File: config.mk
export PLATFORM = sky130hd
export DESIGN_NAME = eth_tx_arbiter
export DESIGN_NICKNAME = d
export VERILOG_FILES = /design/src/rtl/eth_tx_arbiter.sv
export SDC_FILE = /design/constraint.sdc
export NUM_CORES = 1
export LEC_CHECK = 0
export CAP_MARGIN = 15
export CORE_ASPECT_RATIO = 0.8
export CORE_MARGIN = 3
export CORE_UTILIZATION = 45
export DETAILED_ROUTE_END_ITERATION = 12
export PLACE_DENSITY = 0.85
export SLEW_MARGIN = 25
export SYNTH_ARGS = -nofsm -noshare
export SYNTH_HDL_FRONTEND = slang
export SYNTH_SLANG_ARGS = --single-unit
File: constraint.sdc
create_clock -name clock -period 5.3 [get_ports clock]
set_input_delay 1.325 -clock clock [delete_from_list [all_inputs] [get_ports clock]]
set_output_delay 1.325 -clock clock [all_outputs]
set_load 0.02 [all_outputs]
File: src/rtl/eth_tx_arbiter.sv
// eth_tx_arbiter: packet-granular round-robin arbiter that feeds the
// single 8-bit AXI-Stream TX input of the MII MAC from NUM_PORTS sources.
//
// Ports:
//   clock, reset            TX clock, synchronous active-high reset
//   saxis_tdata/tvalid/     per-port AXIS inputs (port i at tdata[8i+7:8i])
//   tready/tlast
//   maxis_tdata/tvalid/     AXIS output towards the MAC
//   tready/tlast
//   grant                   one-hot owner, zero while idle
//   truncated               one-cycle pulse when a frame is cut
//
// Frames longer than MAX_FRAME_BYTES get a forced tlast; the rest of the
// input frame is drained and discarded.
// Optional macro ETH_TX_ARB_STRICT_PRIO_EN: fixed priority, lowest wins.
module eth_tx_arbiter #(
  parameter int NUM_PORTS       = 4,
  parameter int MAX_FRAME_BYTES = 1518
) (
  input  logic                   clock,
  input  logic                   reset,
  input  logic [8*NUM_PORTS-1:0] saxis_tdata,
  input  logic [NUM_PORTS-1:0]   saxis_tvalid,
  output logic [NUM_PORTS-1:0]   saxis_tready,
  input  logic [NUM_PORTS-1:0]   saxis_tlast,
  output logic [7:0]             maxis_tdata,
  output logic                   maxis_tvalid,
  input  logic                   maxis_tready,
  output logic                   maxis_tlast,
  output logic [NUM_PORTS-1:0]   grant,
  output logic                   truncated
);

  localparam int IW = $clog2(NUM_PORTS);
  localparam int CW = $clog2(MAX_FRAME_BYTES + 1);
  localparam logic [CW-1:0] CNT_END = CW'(MAX_FRAME_BYTES - 1);

  typedef enum logic [1:0] {
    IDLE,
    PASS,
    DRAIN
  } state_t;

  state_t        state, state_nxt;
  logic [IW-1:0] g, g_nxt;
  logic [CW-1:0] cnt, cnt_nxt;
  logic          trunc_nxt;

  logic [IW-1:0] pick;
  logic [IW-1:0] cand;
  logic          pick_vld;
  logic [IW+2:0] base;
  logic [7:0]    sel_data;
  logic          sel_valid;
  logic          sel_last;
  logic          at_limit;

`ifndef ETH_TX_ARB_STRICT_PRIO_EN
  logic [IW-1:0] last;

  always_ff @(posedge clock) begin
    if (reset) begin
      last <= IW'(NUM_PORTS - 1);
    end else if (state == IDLE && pick_vld) begin
      last <= pick;
    end
  end
`endif

  // Loops run from lowest to highest priority so the last hit wins.
  always_comb begin
    pick     = '0;
    cand     = '0;
    pick_vld = 1'b0;
`ifdef ETH_TX_ARB_STRICT_PRIO_EN
    for (int k = NUM_PORTS - 1; k >= 0; k--) begin
      cand = IW'(k);
      if (saxis_tvalid[cand]) begin
        pick     = cand;
        pick_vld = 1'b1;
      end
    end
`else
    for (int k = NUM_PORTS; k >= 1; k--) begin
      cand = IW'((int'(last) + k) % NUM_PORTS);
      if (saxis_tvalid[cand]) begin
        pick     = cand;
        pick_vld = 1'b1;
      end
    end
`endif
  end

  assign base      = {g, 3'b000};
  assign sel_data  = saxis_tdata[base +: 8];
  assign sel_valid = saxis_tvalid[g];
  assign sel_last  = saxis_tlast[g];
  assign at_limit  = (cnt == CNT_END);

  always_comb begin
    state_nxt    = state;
    g_nxt        = g;
    cnt_nxt      = cnt;
    trunc_nxt    = 1'b0;
    maxis_tdata  = '0;
    maxis_tvalid = 1'b0;
    maxis_tlast  = 1'b0;
    saxis_tready = '0;
    grant        = '0;
    unique case (state)
      IDLE: begin
        if (pick_vld) begin
          g_nxt     = pick;
          cnt_nxt   = '0;
          state_nxt = PASS;
        end
      end
      PASS: begin
        grant[g]        = 1'b1;
        maxis_tdata     = sel_data;
        maxis_tvalid    = sel_valid;
        maxis_tlast     = sel_last | at_limit;
        saxis_tready[g] = maxis_tready;
        if (sel_valid && maxis_tready) begin
          cnt_nxt = cnt + CW'(1);
          // A real tlast on the limit byte ends cleanly, no cut.
          if (sel_last) begin
            state_nxt = IDLE;
          end else if (at_limit) begin
            state_nxt = DRAIN;
            trunc_nxt = 1'b1;
          end
        end
      end
      DRAIN: begin
        grant[g]        = 1'b1;
        maxis_tdata     = sel_data;
        saxis_tready[g] = 1'b1;
        if (sel_valid && sel_last) begin
          state_nxt = IDLE;
        end
      end
      default: begin
        state_nxt = IDLE;
      end
    endcase
  end

  always_ff @(posedge clock) begin
    if (reset) begin
      state     <= IDLE;
      g         <= '0;
      cnt       <= '0;
      truncated <= 1'b0;
    end else begin
      state     <= state_nxt;
      g         <= g_nxt;
      cnt       <= cnt_nxt;
      truncated <= trunc_nxt;
    end
  end

endmodule

# Word level (Yosys, flattened, before mapping)
# Index checks and enable logic that the tools add are counted.
[word_totals] register_bits=18 latch_bits=0 ram_bits=0 rom_bits=0 input_bits=43 output_inout_bits=19 wordCells=76 memories=0
[classes] n_addsub=5 mul=0 n_div=0 order_cmp=6 eq_ne=7 shift=1 muxes=37 bitwise_logic=4 reduce_logical=11
[ops] op="indexed part select 32 x 6 -> 8 bit" n=1
[ops] op="two-way mux 11 bit" n=2
[ops] op="case mux 11 bit (2 select lines)" n=1
[ops] op="two-way mux 2 bit" n=9
[ops] op="less-than comparator 2 x 3 -> 1 bit (second input constant)" n=5
[ops] op="two-way mux 1 bit" n=14
[ops] op="binary-select mux 1 bit (select 2 bit)" n=6
[ops] op="adder 11 x 1 -> 11 bit (second input constant)" n=1
[ops] op="== test 11 bit (second input constant)" n=1
[ops] op="two-way mux 8 bit" n=1
[ops] op="case mux 4 bit (2 select lines)" n=1
[ops] op="inequality test 2 bit (second input constant)" n=3
[ops] op="case mux 2 bit (3 select lines)" n=1
[ops] op="adder 2 x 1 -> 2 bit (second input constant)" n=2
[ops] op="adder 2 bit (second input constant)" n=2
[ops] op="bitwise AND 4 bit" n=1
[ops] op="logical AND 1 bit" n=4
[ops] op="two-way mux 4 bit" n=1
[ops] op="AND reduction 4 bit" n=1
[ops] op="OR reduction 4 bit" n=1
[ops] op="inequality test 3 bit (second input constant)" n=1
[ops] op="AND reduction 3 bit" n=1
[ops] op="demux 1 bit (select 2 bit)" n=1
[ops] op="== test 2 x 1 -> 1 bit (second input constant)" n=1
[ops] op="8 further kinds" n=9

# Logic depth before layout (Yosys ltp)
# Gate-level depths: netlist of run 1.
[depth] ltp_word=9 depth_mapped=8 mapped_depth_nobuf=7

# Least setup slack after synthesis of run 1
# OpenSTA, ideal clock, no wires.
[synth_path] kind="in2out" startpoint="input port saxis_tlast[3]" endpoint="output port maxis_tlast" t_arrival_ns=2.056 required_ns=3.975 path_slack_ns=1.919 path_stages=2 n_path_buf=0 path_cell_list="mux4_2 > o21a_1"
[synth_between] elab_chain_len=4
[synth_rtl] element="start, declared" line_no="25" source="input logic [NUM_PORTS-1:0] saxis_tlast,"
[synth_rtl] element="binary-select mux 1 bit (select 2 bit)" line_no="97" source="assign sel_last = saxis_tlast[g];"
[synth_rtl] element="two-way mux 1 bit (implied by the code)" line_no="97"
[synth_rtl] element="OR 1 bit" line_no="122" source="maxis_tlast = sel_last | at_limit;"
[synth_rtl] element="two-way mux 1 bit" line_no="110" source="unique case (state)"
[synth_rtl] element="end, declared" line_no="29" source="output logic maxis_tlast,"
# No other way between the ends. The select of a mux whose other input is x is not followed.

# Worst setup path in the final report of run 1
[layout_path] startpoint="input port saxis_tvalid[2]" endpoint="output port maxis_tvalid"
[layout_between] elab_chain_len=3
[layout_rtl] element="start, declared" line_no="23" source="input logic [NUM_PORTS-1:0] saxis_tvalid,"
[layout_rtl] element="binary-select mux 1 bit (select 2 bit)" line_no="96" source="assign sel_valid = saxis_tvalid[g];"
[layout_rtl] element="two-way mux 1 bit (implied by the code)" line_no="96"
[layout_rtl] element="two-way mux 1 bit" line_no="110"
[layout_rtl] element="end, declared" line_no="27" source="output logic maxis_tvalid,"
# No other way between the ends. The select of a mux whose other input is x is not followed.

==> results of run 1 <==
-- final timing paths --
kind | cells past startpoint | startpoint | to
max | 4 | saxis_tvalid[2] | maxis_tvalid
min | 2 | cnt[10] | cnt[10]
max reg2reg | 5 | g[0] | cnt[3]
min reg2reg | 2 | cnt[10] | cnt[10]
-- logic make-up after synthesis --
group,share of synthesized area
AND/OR/NAND/NOR,0.309
multiplexers,0.190
XOR/XNOR,0.0188
adder cells (fa/ha/maj),0.0447
AO/OA/AOI/OAI,0.137
buffers and inverters,0.0429
flip-flops,0.258
-- worst reg2reg max path: cells and delay by family (launching register included) --
family / cells / cell delay, ns
and+or+nand+nor: 3 / 0.88
AOI/OAI and AO/OA: 1 / 0.45
muxes: 1 / 0.21
DFF: 1 / 0.93
-- registers in the layout, indices dropped and copies added, names as in the netlist --
| name | flops |
|---|---|
| truncated | 1 |
| last | 2 |
| g | 2 |
| state | 2 |
| cnt | 11 |
-- power by group through the flow --
stage	clock (mW)	sequential, mW	combinational, mW
5_1_grt	0.122	0.185	0.311
4_1_cts	0.114	0.181	0.290
3_3_place_gp	0	0.181	0.279
3_5_place_dp	0	0.184	0.290
2_1_floorplan	0	0.158	0.207
6_report	0.113	0.180	0.289
-- placed cells by master (no fill, tap or decap), drive strengths merged, types with 5 or more instances in the layout --
cell / instances
clkdlybuf4s50: 61
dfxtp: 18
a21oi: 10
mux4: 10
nand2: 10
nor2: 10
and2: 9
nor2b: 6
nand3: 6
and3: 5
nand4: 5
o21ai: 5
ha: 5
-- through the flow --
stage	instances	hold slack, ns	setup slack, ns
6_report	248	0.496	0.831
5_1_grt	248	0.546	0.781
4_1_cts	248	0.490	0.822
3_5_place_dp	244	0.478	0.818
3_3_place_gp	244	0.470	0.875
2_1_floorplan	153	0.455	1.92
-- metal layers --
layer  vias up  part of all wire  routed length (um)
li1        685                 -                   -
met1       677              0.41                1710
met2        33              0.54                2250
met3        11             0.031                 128
met4         0             0.019                  78
met5         -                 0                   0
-- layout make-up --
class,count,area [sq um]
multi-input cells,123,978
flip-flops and latches,18,360
clock buffers,4,55.1
inverters,4,15.0
repair buffers,61,611
fillers,222,805
well taps,38,47.5
==> results.sh, run 1 <==
export IMPL_status="complete, no violations"
export IMPL_internal_power_mw=0.368
export IMPL_hpwl_um=3400
export IMPL_p_sw_frac=0.368
export IMPL_rsz0062_at_grt="false"
export IMPL_clockBufferDepth=2
export IMPL_tns_ns=0
export IMPL_crit_path_top_delay_cell="clkdlybuf4s50_1"
export IMPL_finalCritPeriodShare=0.843
export IMPL_cts_made_buffers=3
export IMPL_port_buffers=61
export IMPL_path_max_fanout=7
export IMPL_cts_sinks=18
export IMPL_core_area_sq_um=2870
export IMPL_crit_chain="clkdlybuf4s50_1 -> mux4_2 -> and2_1 -> clkdlybuf4s50_1"
export IMPL_cts_resized=0
export IMPL_finalSetupViolCount=0
export IMPL_grt_pass1_vias=1402
export IMPL_antenna_cells=0
export IMPL_nets=259
export IMPL_grt_util_met1=0.286
export IMPL_worst_pin_slew_ns=0.924
export IMPL_slew_headroom=0.383
export IMPL_track_usage=0.231
export IMPL_h_tree_depth=1
export IMPL_hold_class="reg2reg"
export IMPL_syn_inst=153
export IMPL_cp_required_ns=3.97
export IMPL_grtUsageMet2=0.398
export IMPL_crit_type="in2out"
export IMPL_syn_area_sq_um=1400
export IMPL_period_minus_slack_ns=4.47
export IMPL_rows=17
export IMPL_synth_edff_count=0
export IMPL_use_met3=0.0424
export IMPL_gp_congestion=0.771
export IMPL_peakVddDrop_v=0.000127
export IMPL_clk_pin_slew_worst_paths_ns=0.07
export IMPL_routed_via_count=1406
export IMPL_avgRoutedWirePerCell_um=16.8
export IMPL_finalHoldViolCount=0
export IMPL_postLayoutCellArea_sq_um=2070
export IMPL_grt_busiest_layer="met2"
export IMPL_dr_pass1_iters=4
export IMPL_endpoint_kind="output pin"
export IMPL_p_leak_nw=0.735
export IMPL_path_delay_family="buffers and inverters"
export IMPL_final_layout_size_suffix_gt1_frac=0.100
export IMPL_finalMaxSlewViolations=0
export IMPL_synth_cell_type_count=42
export IMPL_ant_nets=0
export IMPL_drc=0
export IMPL_avgSynthCellArea_sq_um=9.14
export IMPL_synth_top_area_frac=0.258
export IMPL_ys_warn_count=0
export IMPL_synth_top_area_cell="dfxtp_1"
export IMPL_combPwrFrac=0.497
export IMPL_synth_most_common_cell="dfxtp_1"
export IMPL_dpl_cell_area_sq_um=2010
export IMPL_power_switching_mw=0.214
export IMPL_finalPower_mw=0.583
export IMPL_cp_num_buf_inv=2
export IMPL_power_frac_seq=0.309
export IMPL_cts_tree="done"
export IMPL_totalWireLength_um=4160
export IMPL_die_h_um=55.9
export IMPL_yosysSeqAreaShare=0.258
export IMPL_p_clk_frac=0.194
export IMPL_ys_top_cells_by_count="dfxtp_1 (18), a21oi_1 (10), mux4_2 (10), nand2_1 (10)"
export IMPL_dieArea_sq_um=3820
export IMPL_syn_to_final_growth_pct=47.8
export IMPL_synth_seq_cells=18
export IMPL_start_util=0.487
export IMPL_grt_max_degree=19
export IMPL_synthTopCellsByArea="dfxtp_1 (26%), mux4_2 (16%), ha_1 (4.5%), and2_1 (4.0%), a21oi_1 (3.6%)"
export IMPL_dr_first_iter_drc_count=114
export IMPL_fin_util=0.720
export IMPL_vias_per_cell=5.67
export IMPL_worstPathArrival_ns=3.14
export IMPL_root_buffer="clkbuf_8"
export IMPL_maxCapViolations=0
export IMPL_overflow=0
export IMPL_fmax_mhz=224
export IMPL_cpPeakStageDelay_ns=0.56
export IMPL_critPathMostFrequentCell="clkdlybuf4s50_1"
export IMPL_hold_buffers=0
export IMPL_ff2ff_setup_slack_ns=2.78
export IMPL_antenna_found_initial=0
export IMPL_grt_pass1_wl_um=6730
export IMPL_die_x_um=68.3
export IMPL_io_pins=62
export IMPL_synth_flop_cell="dfxtp_1"
export IMPL_critPathLaunchType="input port"
export IMPL_synth_nets=201
export IMPL_skew_ns=0.00360
export IMPL_p_per_area_nw_per_um2=282
export IMPL_clock_latency_ns=0.26
export IMPL_async_flop_share=0
export IMPL_post_cts_buffers=0
Note: power is estimated with default switching activity, not from simulation.
==> run 2, diff against run 1 <==
- CORE_UTILIZATION: 45 -> 42
- PLACE_DENSITY: 0.85 -> 0.8
- clock period: 5.3 -> 4.7 ns (I/O delays scaled with it)
==> run 2 against run 1 <==
  * Utilization shrank 6.3 points
  * Die area grew 6.4%
  * Non-clock buffer count is the same
  * Sequential power grew 14%
  * Routed wire length grew 2.3%
  * Critical path depth is the same
  * Cell area shrank 0.48%
  * Worst setup slack lost 0.28 ns
==> results.sh, run 2 (synthesis gave the netlist of run 1 again) <==
export IMPL_avgRoutedWirePerCell_um=17.1
export IMPL_port_buffers=61
export IMPL_cts_tree="done"
export IMPL_hold_buffers=0
export IMPL_dr_first_iter_drc_count=55
export IMPL_endpoint_kind="output pin"
export IMPL_finalCritPeriodShare=0.882
export IMPL_postLayoutCellArea_sq_um=2060
export IMPL_syn_to_final_growth_pct=47.0
export IMPL_antenna_found_initial=0
export IMPL_io_pins=62
export IMPL_largest_register_ffs=11
export IMPL_dr_pass1_iters=4
export IMPL_clk_pin_slew_worst_paths_ns=0.06
export IMPL_start_util=0.447
export IMPL_crit_path_start="saxis_tvalid[3]"
export IMPL_finalSetupViolCount=0
export IMPL_p_leak_nw=0.728
export IMPL_overflow=0
export IMPL_finalMaxSlewViolations=0
export IMPL_min_delay_start="cnt[10]"
export IMPL_drc=0
export IMPL_vias_per_cell=5.52
export IMPL_period_minus_slack_ns=4.15
export IMPL_dieArea_sq_um=4060
export IMPL_ant_nets=0
export IMPL_grt_pass1_wl_um=7160
export IMPL_rsz0062_at_grt="false"
export IMPL_critPathLaunchType="input port"
export IMPL_tns_ns=0
export IMPL_antenna_cells=0
export IMPL_clock_latency_ns=0.25
export IMPL_ff2ff_setup_slack_ns=2.40
export IMPL_status="complete, no violations"
export IMPL_hold_path_endpoint="cnt[10]"
export IMPL_gp_congestion=0.785
export IMPL_path_max_fanout=7
export IMPL_grt_pass1_vias=1430
export IMPL_core_area_sq_um=3130
export IMPL_cts_resized=0
export IMPL_routed_via_count=1374
export IMPL_die_x_um=70.5
export IMPL_root_buffer="clkbuf_8"
export IMPL_hpwl_um=3450
export IMPL_reg2reg_to="cnt[3]"
export IMPL_cts_made_buffers=3
export IMPL_post_cts_buffers=0
export IMPL_dpl_cell_area_sq_um=2010
export IMPL_grt_max_degree=19
export IMPL_hold_class="reg2reg"
export IMPL_slew_headroom=0.491
export IMPL_final_layout_size_suffix_gt1_frac=0.100
export IMPL_final_cell_mix="clkdlybuf4s50_1 (61), dfxtp_1 (17), a21oi_1 (10), mux4_2 (10), nand2_1 (10)"
export IMPL_worst_hold_slack_ns=0.498
export IMPL_die_h_um=57.6
export IMPL_peakVddDrop_v=0.000275
export IMPL_maxCapViolations=0
export IMPL_finalPower_mw=0.638
export IMPL_largest_register="cnt"
export IMPL_track_usage=0.224
export IMPL_worstPathArrival_ns=2.97
export IMPL_fmax_mhz=241
export IMPL_p_per_area_nw_per_um2=310
export IMPL_clockBufferDepth=2
export IMPL_cts_sinks=18
export IMPL_reg2reg_from="g[1]"
export IMPL_reg2regPathDepth=5
export IMPL_h_tree_depth=1
export IMPL_whs_path_depth=2
export IMPL_nets=259
export IMPL_cp_required_ns=3.52
export IMPL_rows=18
export IMPL_final_common_cell="clkdlybuf4s50_1"
export IMPL_finalHoldViolCount=0
export IMPL_skew_ns=0.000558
export IMPL_worst_pin_slew_ns=0.756
export IMPL_crit_type="in2out"
export IMPL_totalWireLength_um=4260
-- run 2: how the worst max path moves through the flow --
stage          cells after the start  slack [ns]      endpoint
5_1_grt                            4        0.49  maxis_tvalid
4_1_cts                            4        0.55  maxis_tvalid
6_report                           4        0.55  maxis_tvalid
2_1_floorplan                      2        1.62   maxis_tlast
3_3_place_gp                       4        0.57  maxis_tvalid
3_5_place_dp                       4        0.55  maxis_tvalid
-- run 2: routing by layer --
layer  up-vias  GRT usage  share of wire
met1       670      0.269           0.40
li1        687          -              -
met4         0     0.0246         0.0026
met3         2     0.0381          0.023
met5         -          0              0
met2        15      0.432           0.57
-- run 2: worst max-delay path, stage by stage --
cell             delay (ns)
clkdlybuf4s50_1        0.54
mux4_2                 0.55
and2_1                 0.17
clkdlybuf4s50_1        0.53
-- run 2: through the flow --
step | utilization | worst slack, ns | instances
floorplan | - | 1.62 | 153
global placement | 0.643 | 0.568 | 246
detailed placement | 0.643 | 0.554 | 246
CTS | 0.657 | 0.549 | 249
global route | 0.657 | 0.489 | 249
finish | 0.657 | 0.553 | 249
-- run 2: report_power, final --
| part | switching [mW] | internal, mW | leakage (nW) | total [mW] |
|---|---|---|---|---|
| clock network | 0.0482 | 0.0568 | 0.0216 | 0.105 |
| registers | 0.0386 | 0.167 | 0.147 | 0.205 |
| logic | 0.153 | 0.174 | 0.559 | 0.327 |
-- run 2: area by class of cell --
class	count	area, sq um
sequential	18	362
tap	40	50.0
timing repair buffer	61	611
fill	258	1070
inverter	4	15.0
clock buffer	3	41.3
multi-input combinational	123	978
